[src/rtl/prog_loader_pkg.sv]
// Shared types and constants for the serial program loader.
// Optional checksum stage is enabled with PROG_LOADER_CHECKSUM_EN.
package prog_loader_pkg;

    typedef enum logic [2:0] {
        S_IDLE,
        S_LEN,
        S_DATA,
        S_CHK,
        S_DONE,
        S_ERROR
    } state_t;

    localparam int MAX_WORDS_DEF  = 32768;
    localparam int BYTES_PER_WORD = 4;

endpackage

[src/rtl/prog_loader_byte_packer.sv]
// Little-endian byte-to-word assembler; word/word_vld are valid in the
// same cycle the last byte of a word is presented.
module byte_packer
    import prog_loader_pkg::*;
(
    input  logic        clk,
    input  logic        rstn,
    input  logic        clr,
    input  logic        byte_vld,
    input  logic [7:0]  byte_in,
    output logic [31:0] word,
    output logic        word_vld
);

    localparam int CW = $clog2(BYTES_PER_WORD);

    logic [CW-1:0] cnt;
    logic [23:0]   lo;

    always_ff @(posedge clk or negedge rstn) begin
        if (!rstn) begin
            cnt <= '0;
            lo  <= '0;
        end else if (clr) begin
            cnt <= '0;
            lo  <= '0;
        end else if (byte_vld) begin
            cnt <= cnt + 1'b1;
            // shift right so the first byte lands in bits 7:0 after three more
            lo  <= {byte_in, lo[23:8]};
        end
    end

    assign word     = {byte_in, lo};
    assign word_vld = byte_vld && (cnt == CW'(BYTES_PER_WORD - 1));

endmodule

[src/rtl/prog_loader.sv]
// Program loader: byte stream (length, words, optional XOR checksum) written
// into instruction memory. Checksum stage enabled by PROG_LOADER_CHECKSUM_EN.
module prog_loader
    import prog_loader_pkg::*;
#(
    parameter logic [31:0] ADDR_BASE = 32'h0000_0000,
    parameter int          MAX_WORDS = MAX_WORDS_DEF
) (
    input  logic        clk,
    input  logic        rstn,
    input  logic        start,
    input  logic        rx_valid,
    input  logic [7:0]  rx_data,
    output logic        we,
    output logic        io_sel,
    output logic [31:0] addr_io,
    output logic [31:0] din,
    output logic        busy,
    output logic        done,
    output logic        err
);

    localparam logic [31:0] MAX_W = 32'(MAX_WORDS);
`ifdef PROG_LOADER_CHECKSUM_EN
    localparam state_t S_FIN = S_CHK;
`else
    localparam state_t S_FIN = S_DONE;
`endif

    state_t      state, state_nx;
    logic        launch, take;
    logic [31:0] pk_word;
    logic        pk_vld;
    logic [31:0] word_cnt, word_idx;

    assign launch = start && (state == S_IDLE || state == S_DONE || state == S_ERROR);
    assign take   = rx_valid && (state == S_LEN || state == S_DATA);

    byte_packer u_packer (
        .clk      (clk),
        .rstn     (rstn),
        .clr      (launch),
        .byte_vld (take),
        .byte_in  (rx_data),
        .word     (pk_word),
        .word_vld (pk_vld)
    );

`ifdef PROG_LOADER_CHECKSUM_EN
    logic [7:0] csum;

    always_ff @(posedge clk or negedge rstn) begin
        if (!rstn)       csum <= '0;
        else if (launch) csum <= '0;
        else if (take)   csum <= csum ^ rx_data;
    end
`endif

    always_ff @(posedge clk or negedge rstn) begin
        if (!rstn) state <= S_IDLE;
        else       state <= state_nx;
    end

    always_comb begin
        state_nx = state;
        case (state)
            S_IDLE, S_DONE, S_ERROR: if (start) state_nx = S_LEN;
            S_LEN: begin
                if (pk_vld) begin
                    if (pk_word == 32'd0)    state_nx = S_FIN;
                    else if (pk_word > MAX_W) state_nx = S_ERROR;
                    else                      state_nx = S_DATA;
                end
            end
            S_DATA: if (pk_vld && (word_idx == word_cnt - 32'd1)) state_nx = S_FIN;
`ifdef PROG_LOADER_CHECKSUM_EN
            S_CHK: if (rx_valid) state_nx = (rx_data == csum) ? S_DONE : S_ERROR;
`endif
            default: state_nx = S_IDLE;
        endcase
    end

    // write port is registered: one-cycle pulse the cycle after a word completes
    always_ff @(posedge clk or negedge rstn) begin
        if (!rstn) begin
            word_cnt <= '0;
            word_idx <= '0;
            we       <= 1'b0;
            addr_io  <= '0;
            din      <= '0;
        end else begin
            we <= 1'b0;
            if (launch) begin
                word_cnt <= '0;
                word_idx <= '0;
            end else if (pk_vld && state == S_LEN) begin
                word_cnt <= pk_word;
            end else if (pk_vld && state == S_DATA) begin
                we       <= 1'b1;
                addr_io  <= ADDR_BASE + (word_idx << 2);
                din      <= pk_word;
                word_idx <= word_idx + 32'd1;
            end
        end
    end

    assign busy   = (state == S_LEN) || (state == S_DATA) || (state == S_CHK);
    assign done   = (state == S_DONE);
    assign err    = (state == S_ERROR);
    assign io_sel = busy || we;

endmodule
[config.mk]
export PLATFORM = sky130hd
export DESIGN_NAME = prog_loader
export DESIGN_NICKNAME = d
export VERILOG_FILES = /design/src/rtl/prog_loader_pkg.sv /design/src/rtl/prog_loader_byte_packer.sv /design/src/rtl/prog_loader.sv
export SDC_FILE = /design/constraint.sdc
export NUM_CORES = 1
export LEC_CHECK = 0
export BUFFER_PORTS_ARGS = -buffer_cell sky130_fd_sc_hd__clkbuf_2
export CAP_MARGIN = 10
export CORE_MARGIN = 2
export CORE_UTILIZATION = 45
export CTS_BUF_LIST = sky130_fd_sc_hd__clkbuf_8
export DETAILED_ROUTE_END_ITERATION = 8
export GPL_TIMING_DRIVEN = 0
export PLACE_DENSITY = 0.7
export SYNTH_ARGS = -nofsm -noshare
export SYNTH_HDL_FRONTEND = slang
export SYNTH_HIERARCHICAL = 1
export SYNTH_SLANG_ARGS = --single-unit
[constraint.sdc]
create_clock -name clk -period 2.87 [get_ports clk]
set_input_delay 0.7175 -clock clk [delete_from_list [all_inputs] [get_ports clk]]
set_output_delay 0.7175 -clock clk [all_outputs]
set_load 0.03 [all_outputs]
==> flow_summary.toml <==
[critical_path]
crit_arrival_ns = 3.27
reg2reg_slack_ns = -0.07
worstReg2RegEnd = "state[1]"
cp-endpoint = "state[1]"
path_cells = "inv_2, ha_4, or4b_4, or4_4, or3_4, mux2i_2, a211oi_2, nor4_4, a311oi_1"
required_ns = 3.21
endpoint_kind = "flip-flop"
critPathTopFamily = "simple AND/OR/NAND/NOR gates"
crit_fanout = 3
reg2reg_from = "word_cnt[1]"
crit_start = "word_cnt[1]"
critical_path_class = "flip-flop to flip-flop"
cp.depth = 9
slowest_stage = "or4_4"
ff2ff_path_depth = 9
cpPeakStageDelay_ns = 0.52
critPathBufInv = 1
start_kind = "flip-flop"

[cells_and_area]
area.growth.synth_to_final_pct = 19.7
final_nets = 834
fin_util_pct = 54.4
multi_input_area_um2 = 3720
fillerInstances = 1530
drive_above_1_share_pct = 33.1
diodes = 0
seqCellArea_um2 = 3920

[timing]
fin_worst_skew_ns = 0.0168
hold_viol = 0
timing.slew.headroom_pct = 56.0
hold_ws_ns = 0.246
worst_pin_slew_ns = 0.660
rsz0062_at_grt = "yes"
setup_ws_ns = -0.0695
final.min_clock_period_ns = 2.94
slew_violations = 0
setup_viol = 2
max_freq_ghz = 0.340
fin_crit_sh_pct = 102

[run_status]
status = "complete, but fails checks"
failed_checks = "negative setup slack"

[die]
fp-row-count = 48
core_um2 = 17100
pin_count = 81
die_area_um2 = 18300
initial_utilization_pct = 45.5
fp.dieW_um = 135
die_h_um = 135

[synth]
synth_cells = 701
ys_ff_latch = 156
yosysUniqueCellTypes = 66
yosysWarnings = 6
synthArstFlopShare_pct = 100
synth_flop_cell = "dfrtp_1"
synth-edff-count = 0
synth.avg_cell_area_um2 = 11.1
synth_area_um2 = 7760
seq_area_frac_synth_pct = 50.3

[drt]
drtIter0Drc = 411
vias = 5814
viasPerCell = 5.50
wl_um = 18000
wl_per_cell_um = 17.0
drt_first_pass_iters = 4
route.detailed.drc = 0
ant_nets = 0

[global_routing]
grt_pass1_wl_um = 28800
gr-total-overflow = 0
antenna_found_initial = 0
globalRouteTotalUtil_pct = 20.4
grt_max_degree = 87
grt_pass1_vias = 5419

[clock_network]
cts_tree = "done"
clock_sinks = 156
cts_root_buf = "clkbuf_8"
cts_hold_buf = 0
clk_pin_slew_worst_paths_ns = 0.09
cts_buffers = 17
clk_path_buf_depth = 2
clk_latency_ns = 0.47
htreeDepth = 4

[pwr]
p_per_area_nw_per_um2 = 845
ir_drop_mv = 0.465
p_total_w = 0.00785
p_leak_nw = 4.44

[job]
maxCapViolCount = 0

[placement]
port_buffers = 78
dp_hpwl_um = 12600
globalplace.congestion = 0.868

[hold_path]
hold_path_class = "primary input to asynchronous set/reset pin"
## cell usage after synthesis (all sizes together) (5+ instances only)
| cell type | instances | area, um2 |
|---|---|---|
| nand4 | 15 | 93.8 |
| xnor2 | 27 | 236 |
| or4 | 7 | 56.3 |
| nand3 | 17 | 85.1 |
| mux2 | 64 | 721 |
| inv | 7 | 26.3 |
| nor2 | 73 | 277 |
| nand3b | 6 | 45.0 |
| or3 | 16 | 106 |
| a22o | 33 | 290 |
| nand2 | 30 | 113 |
| mux2i | 27 | 270 |
| nand2b | 8 | 50.1 |
| nor4 | 19 | 149 |
| buf | 23 | 191 |
| dfrtp | 156 | 3900 |
| nor3 | 12 | 60.1 |
| and3 | 11 | 68.8 |
| xor2 | 29 | 254 |
| clkbuf | 33 | 124 |
| a31oi | 5 | 31.3 |
| o21ai | 12 | 60.1 |
| a21oi | 13 | 65.1 |
## stage by stage
step           area, um2  setup TNS, ns  cells  setup slack (ns)
2_1_floorplan       7830         -0.486    702            -0.101
3_3_place_gp        8500        -283.00   1005             -1.67
3_5_place_dp        8540         -27.06   1006            -0.945
4_1_cts             9180         -0.487   1052            -0.180
5_1_grt             9290         -0.473   1057            -0.153
6_report            9290         -0.110   1057           -0.0695
## sequential cells by signal (all words and copies together) (netlist names)
signal	cells
word_cnt	32
u_packer/cnt	2
word_idx	32
state	3
we	1
u_packer/lo	24
din	32
addr_io	30
## worst reg2reg max path: cells and delay by family (launching register included)
kind	cells	cell delay, ns
adders and majority gates	1	0.12
DFF	1	0.41
and+or+nand+nor	4	1.72
muxes	1	0.21
AOI/OAI and AO/OA	2	0.27
buffers and inverters	1	0.08
## per-layer routing
metal  vias to the layer above  global-route usage [%]  share of wire (%)
met4                         0                    8.33                2.1
met1                      2880                    28.5                 48
met5                         -                       0                  0
met2                       144                    31.5                 46
met3                        25                    3.89                4.3
li1                       2765                       -                  -
## how the worst min path moves through the flow
stage,end,slack [ns],startpoint,cells after the start
floorplan,addr_io[10],0.42,rstn,0
global placement,din[29],0.49,din[29],1
CTS,addr_io[20],0.26,rstn,1
detailed placement,addr_io[5],0.49,addr_io[5],1
finish,addr_io[23],0.25,rstn,1
global route,addr_io[16],0.29,rstn,1
## cell families after synthesis
group | Yosys count | share of synthesized area, %
other | 1 | 0.0483
XOR/XNOR | 56 | 6.32
buffers and inverters | 63 | 4.40
adder cells (fa/ha/maj) | 3 | 0.484
AO/OA/AOI/OAI | 90 | 8.66
multiplexers | 91 | 12.8
AND/OR/NAND/NOR | 241 | 17.0
flip-flops | 156 | 50.3
## power breakdown
part,internal (W),switching [W]
sequential,0.00257,0.000606
clock,0.000914,0.000852
combinational,0.00138,0.00153
## area by class of cell
| cell class | instances | area share, % |
|---|---|---|
| flip-flops and latches | 156 | 42.2 |
| multi-input cells | 483 | 40.1 |
| repair buffers | 108 | 7.06 |
| well taps | 225 | 3.03 |
| clock buffers | 19 | 2.82 |
| plain buffers | 46 | 2.82 |
| clock inverters | 13 | 1.75 |
| inverters | 7 | 0.283 |
## cell usage in the layout, fill, tap and decap left out, types with 4 or more instances in the layout
master	n
or4_4	4
nor2_1	70
buf_2	4
nor4_1	14
buf_6	6
buf_4	37
inv_1	7
and3_1	11
nand3b_1	6
nor3_1	11
nand2b_1	8
o21ai_0	12
a22o_1	32
clkbuf_2	80
nand4_1	15
and4_1	4
or2_2	4
nand2_1	28
nand3_1	17
dfrtp_1	147
xnor2_1	25
clkbuf_8	20
xor2_1	29
a21oi_1	10
clkbuf_1	23
inv_6	5
nor4_4	5
mux2_2	64
dfrtp_2	9
a31oi_1	4
or3_1	13
mux2i_1	26
## timing repair
| item | CTS | global route |
|---|---|---|
| hold endpoints to repair | 0 | 0 |
| pin swaps | 9 | 10 |
| endpoints found under the setup margin | 130 | 53 |
| gates resized for setup | 26 | 19 |
| setup buffers | 21 | 8 |
Power figures use the tool's default switching activity.
